===== config.mk =====
export PLATFORM = sky130hd
export DESIGN_NAME = _universal_register
export DESIGN_NICKNAME = d
export VERILOG_FILES = /design/src/rtl/_universal_register.sv
export SDC_FILE = /design/constraint.sdc
export NUM_CORES = 1
export LEC_CHECK = 0
export BUFFER_PORTS_ARGS = -buffer_cell sky130_fd_sc_hd__buf_4
export CELL_PAD_IN_SITES_DETAIL_PLACEMENT = 0
export CELL_PAD_IN_SITES_GLOBAL_PLACEMENT = 2
export CORE_MARGIN = 2
export CORE_UTILIZATION = 35
export DETAILED_ROUTE_END_ITERATION = 8
export GPL_TIMING_DRIVEN = 0
export PLACE_DENSITY_LB_ADDON = 0.1
export SYNTH_ARGS = -nofsm -noshare
export SYNTH_HDL_FRONTEND = slang
export SYNTH_SLANG_ARGS = --single-unit

===== constraint.sdc =====
create_clock -name clk -period 4.6 [get_ports clk]
set_clock_uncertainty 0.15 [all_clocks]
set_input_delay 0.23 -clock clk [delete_from_list [all_inputs] [get_ports clk]]
set_output_delay 0.23 -clock clk [all_outputs]
set_load 0.02 [all_outputs]

===== src/rtl/_universal_register.sv =====
// WIDTH-bit universal register: hold, load, shift/rotate steps,
// serial in/out, and a multi-cycle shift-by-N with busy/done.
module _universal_register #(
  parameter int               WIDTH       = 8,
  parameter int               AMT_W       = 4,
  parameter logic [WIDTH-1:0] RESET_VALUE = '0
) (
  input  logic             clk,
  input  logic             reset_n,
  input  logic             clr,
  input  logic             en,
  input  logic [2:0]       mode,
  input  logic [WIDTH-1:0] d,
  input  logic             sin,
  input  logic             start,
  input  logic [AMT_W-1:0] amt,
  output logic [WIDTH-1:0] q,
  output logic             sout,
  output logic             busy,
  output logic             done
);

  typedef enum logic {
    IDLE = 1'b0,
    RUN  = 1'b1
  } state_e;

  localparam logic [2:0] M_HOLD = 3'b000;
  localparam logic [2:0] M_LOAD = 3'b001;
  localparam logic [2:0] M_SHL  = 3'b010;
  localparam logic [2:0] M_SHR  = 3'b011;
  localparam logic [2:0] M_ROL  = 3'b100;
  localparam logic [2:0] M_ROR  = 3'b101;
  localparam logic [2:0] M_ASR  = 3'b110;

  state_e           state_q, state_d;
  logic [WIDTH-1:0] q_q, q_d;
  logic             sout_q, sout_d;
  logic             busy_q, busy_d;
  logic             done_q, done_d;
  logic [2:0]       mode_q, mode_d;
  logic [AMT_W-1:0] cnt_q, cnt_d;

  logic [2:0]       op;
  logic [WIDTH-1:0] step_q;
  logic             step_sout;
  logic             op_shift;

  // While running, the latched mode drives the step, not the live input.
  assign op = (state_q == RUN) ? mode_q : mode;

  always_comb begin
    step_q    = q_q;
    step_sout = sout_q;
    op_shift  = 1'b1;
    unique case (op)
      M_SHL: begin
        step_q    = {q_q[WIDTH-2:0], sin};
        step_sout = q_q[WIDTH-1];
      end
      M_SHR: begin
        step_q    = {sin, q_q[WIDTH-1:1]};
        step_sout = q_q[0];
      end
      M_ROL: begin
        step_q    = {q_q[WIDTH-2:0], q_q[WIDTH-1]};
        step_sout = q_q[WIDTH-1];
      end
      M_ROR: begin
        step_q    = {q_q[0], q_q[WIDTH-1:1]};
        step_sout = q_q[0];
      end
      M_ASR: begin
        step_q    = {q_q[WIDTH-1], q_q[WIDTH-1:1]};
        step_sout = q_q[0];
      end
      default: op_shift = 1'b0;
    endcase
  end

  always_comb begin
    state_d = state_q;
    q_d     = q_q;
    sout_d  = sout_q;
    busy_d  = busy_q;
    done_d  = 1'b0;
    mode_d  = mode_q;
    cnt_d   = cnt_q;
    unique case (state_q)
      IDLE: begin
        if (clr) begin
          q_d    = RESET_VALUE;
          sout_d = 1'b0;
        end else if (start && op_shift) begin
          if (amt != '0) begin
            mode_d  = mode;
            cnt_d   = amt;
            busy_d  = 1'b1;
            state_d = RUN;
          end else begin
            done_d = 1'b1;
          end
        end else if (en) begin
          if (op_shift) begin
            q_d    = step_q;
            sout_d = step_sout;
          end else if (mode == M_LOAD) begin
            q_d = d;
          end
        end
      end
      RUN: begin
        if (clr) begin
          q_d     = RESET_VALUE;
          sout_d  = 1'b0;
          busy_d  = 1'b0;
          state_d = IDLE;
        end else begin
          q_d    = step_q;
          sout_d = step_sout;
          cnt_d  = cnt_q - AMT_W'(1);
          if (cnt_q == AMT_W'(1)) begin
            busy_d  = 1'b0;
            done_d  = 1'b1;
            state_d = IDLE;
          end
        end
      end
      default: state_d = IDLE;
    endcase
  end

  always_ff @(posedge clk or negedge reset_n) begin
    if (!reset_n) begin
      state_q <= IDLE;
      q_q     <= RESET_VALUE;
      sout_q  <= 1'b0;
      busy_q  <= 1'b0;
      done_q  <= 1'b0;
      mode_q  <= M_HOLD;
      cnt_q   <= '0;
    end else begin
      state_q <= state_d;
      q_q     <= q_d;
      sout_q  <= sout_d;
      busy_q  <= busy_d;
      done_q  <= done_d;
      mode_q  <= mode_d;
      cnt_q   <= cnt_d;
    end
  end

  assign q    = q_q;
  assign sout = sout_q;
  assign busy = busy_q;
  assign done = done_q;

endmodule


==> flow_summary.yaml <==
place:
  place_hpwl_mm: 2.988
  gp_congestion: 0.8315
  place_area_mm2: 0.001713
  post-place-ws_ns: 2.176
  port_buffers: 29
synthesis:
  postSynthAreaPerCell_um2: 9.425
  synth.distinct_cells: 46
  synth.area.mux_share: 0.1939
  syn_area_mm2: 0.001433
  synth_top_area_cell: "dfrtp_1"
  synth-simple-area-share: 0.1249
  synth_compound_area_frac: 0.2524
  synth_fa_ha_area_frac: 0.01747
  postSynth.asyncResetShare: 1.000
  synth_nets: 175
  synth_edf_count: 0
  synth_warnings: 0
  synth_xor_area_frac: 0.02358
  yosysMostFrequentCell: "dfrtp_1"
  synth.top_cell.area_share: 0.3319
  syn_inst: 152
  synth_top_cells_by_area: "dfrtp_1, mux2i_1, mux2_2"
  yosysSeqAreaShare: 0.3319
  synth_top_family_by_area: "compound AO/OA/AOI/OAI gates"
  synth_common_cells: "dfrtp_1, nor2_1, a21oi_1, inv_1, mux2i_1"
  ys.flop_type: "dfrtp_1"
  yosys_register_bits: 19
floorplan:
  placementRows: 23
  die_w_um: 67.98
  die_area_mm2: 0.004621
  die_h_um: 67.98
  io_pins: 32
  fp.coreArea_mm2: 0.003971
  start_util: 0.3607
route:
  antenna_left: 0
  via_count: 1347
  drtPass1Iterations: 4
  wl_per_cell_um: 17.46
  via_per_inst: 5.708
  drt-initial-drc-count: 95
  post-route-drc-count: 0
  drt-total-wl_mm: 4.120
clocking:
  clk_pin_slew_ns: 0.08
  clk_latency_ns: 0.26
  cts_resized: 0
  cts_buffers: 3
  cts.sinks: 19
  htree_levels: 1
  clock_tree.root_cell: "clkbuf_8"
  clock_path_buffers: 2
  cts_tree: "built"
timing:
  setup_viol: 0
  period_needed_ns: 2.449
  slew_viol_final: 0
  relSlewSlack: 0.5096
  hold_violations: 0
  rsz0062_at_grt: "false"
  tightest_slew_ns: 0.7280
  finalCritPeriodShare: 0.5324
  setup_ws_ns: 2.151
  fmax_mhz: 408.3
  final.setup.tns_ns: 0
setup_path:
  setup.worst_path.class: "reg2reg"
  end_kind: "flip-flop"
  slowest_delay_ns: 0.43
  startpoint_type: "flip-flop"
  critPathRequiredTime_ns: 4.59
  crit_path_top_delay_cell: "mux2_2"
  cp_common_cell: "mux2_1"
  path_buf_inv: 1
  worst-path-max-fanout: 8
  crit_chain: "mux2_2 > mux2_1 > a211oi_1 > and2_1 > buf_2 > mux2_1"
  cp.arrival_ns: 2.44
  cp_top_family: "multiplexers"
worst_hold_path:
  hp-class: "in2reg"
finish:
  multi_input_area_um2: 877.1
  final_nets: 210
  seq_area_um2: 475.5
  fillers: 418
  area_delta_synth_final_pct: 23.41
  antenna_cells: 0
  final_core_util: 0.4452
  postLayoutCellArea_mm2: 0.001768
  drive_above_1_share: 0.2903
pwr:
  clock_power_share: 0.121
  combPwrFrac: 0.547
  internal_power_mw: 0.5599
  p_sw_mw: 0.4485
  leakage_nw: 0.8028
  power.sequential.fraction: 0.332
  switching_share: 0.4447
  power_density_mw_per_mm2: 570.4
  peakVddDrop_mv: 0.2047
  finalPower_mw: 1.008
outcome:
  outcome: "finished, final reports clean"
grt:
  grt_overflow_total: 0
  grt_usage: 0.1914
  grt_max_degree: 20
  grt_pass1_wl_mm: 6.568
  grt_pass1_vias: 1316
  antenna_found_initial: 0
run:
  cap_violations: 0
[power by group through the flow]
stage | logic [mW] | clock network [mW] | registers (mW)
6_report | 0.551 | 0.122 | 0.335
5_1_grt | 0.602 | 0.134 | 0.351
4_1_cts | 0.553 | 0.126 | 0.335
3_5_place_dp | 0.551 | 0 | 0.338
3_3_place_gp | 0.545 | 0 | 0.334
2_1_floorplan | 0.345 | 0 | 0.362
[cells in the final DEF (no fill, tap or decap), drive strengths merged, types with 2 or more instances in the layout]
cell type	synthesis	routed
a211oi	6	6
and3	2	2
nor2	13	13
xor2	2	2
o22a	6	6
nand2	7	7
inv	9	9
ha	2	2
a21oi	11	11
clkbuf	3	7
mux2	13	13
o21ai	9	9
a221oi	2	2
dfrtp	19	19
o221ai	3	3
buf	5	34
o32ai	4	4
nor3	3	3
mux2i	10	10
o211ai	2	2
nand3	3	3
o22ai	3	3
[kinds of logic after synthesis]
group,Yosys count
simple gates,36
mux,23
compound gates,51
flops,19
fa+ha+maj,2
xor+xnor,3
buf+inv,18
[path summary, 6_finish.rpt]
path                                   start                     to  slack (ns)  depth (start not counted)
max in group asynchronous            reset_n      state_q$_DFF_PN0_        3.85                          2
min in group asynchronous            reset_n       q[4]$_DFFE_PN0P_        0.24                          2
hold / removal                       mode[0]  mode_q[0]$_DFFE_PN0P_        0.11                          2
hold reg to reg             busy$_DFFE_PN0P_       busy$_DFFE_PN0P_        0.37                          2
setup reg to reg           state_q$_DFF_PN0_       q[0]$_DFFE_PN0P_        2.15                          6
setup / recovery           state_q$_DFF_PN0_       q[0]$_DFFE_PN0P_        2.15                          6
[registers in the layout (all words and copies together) (netlist names)]
| signal | count |
|---|---|
| state_q | 1 |
| busy | 1 |
| sout | 1 |
| cnt_q | 4 |
| mode_q | 3 |
| q | 8 |
| done | 1 |
[through the flow]
step	instances	hold slack, ns
5_1_grt	236	0.1180
6_report	236	0.1136
3_3_place_gp	231	-0.02749
2_1_floorplan	152	-0.2156
4_1_cts	236	0.1085
3_5_place_dp	231	-0.02044
[area by class of cell]
class,instances,share of cell area
multi-input combinational,115,0.4961
sequential,19,0.2689
timing repair buffer,30,0.1288
tap,50,0.03539
clock buffer,4,0.02548
buffer,8,0.02406
inverter,10,0.02123
[what timing repair did]
item | CTS | global route
endpoints found under the setup margin | 0 | 0
buffers inserted | 0 | 0
hold endpoints to repair | 19 | 0
hold buffers | 1 | 0
[layer usage]
layer | track usage | part of all wire | vias up | routed length, um
li1 | - | - | 649 | -
met1 | 0.2719 | 0.49 | 664 | 2009
met2 | 0.3046 | 0.46 | 28 | 1909
met3 | 0.02796 | 0.037 | 6 | 151
met4 | 0.04750 | 0.012 | 0 | 51
met5 | 0 | 0 | - | 0
Power figures use the tool's default switching activity.
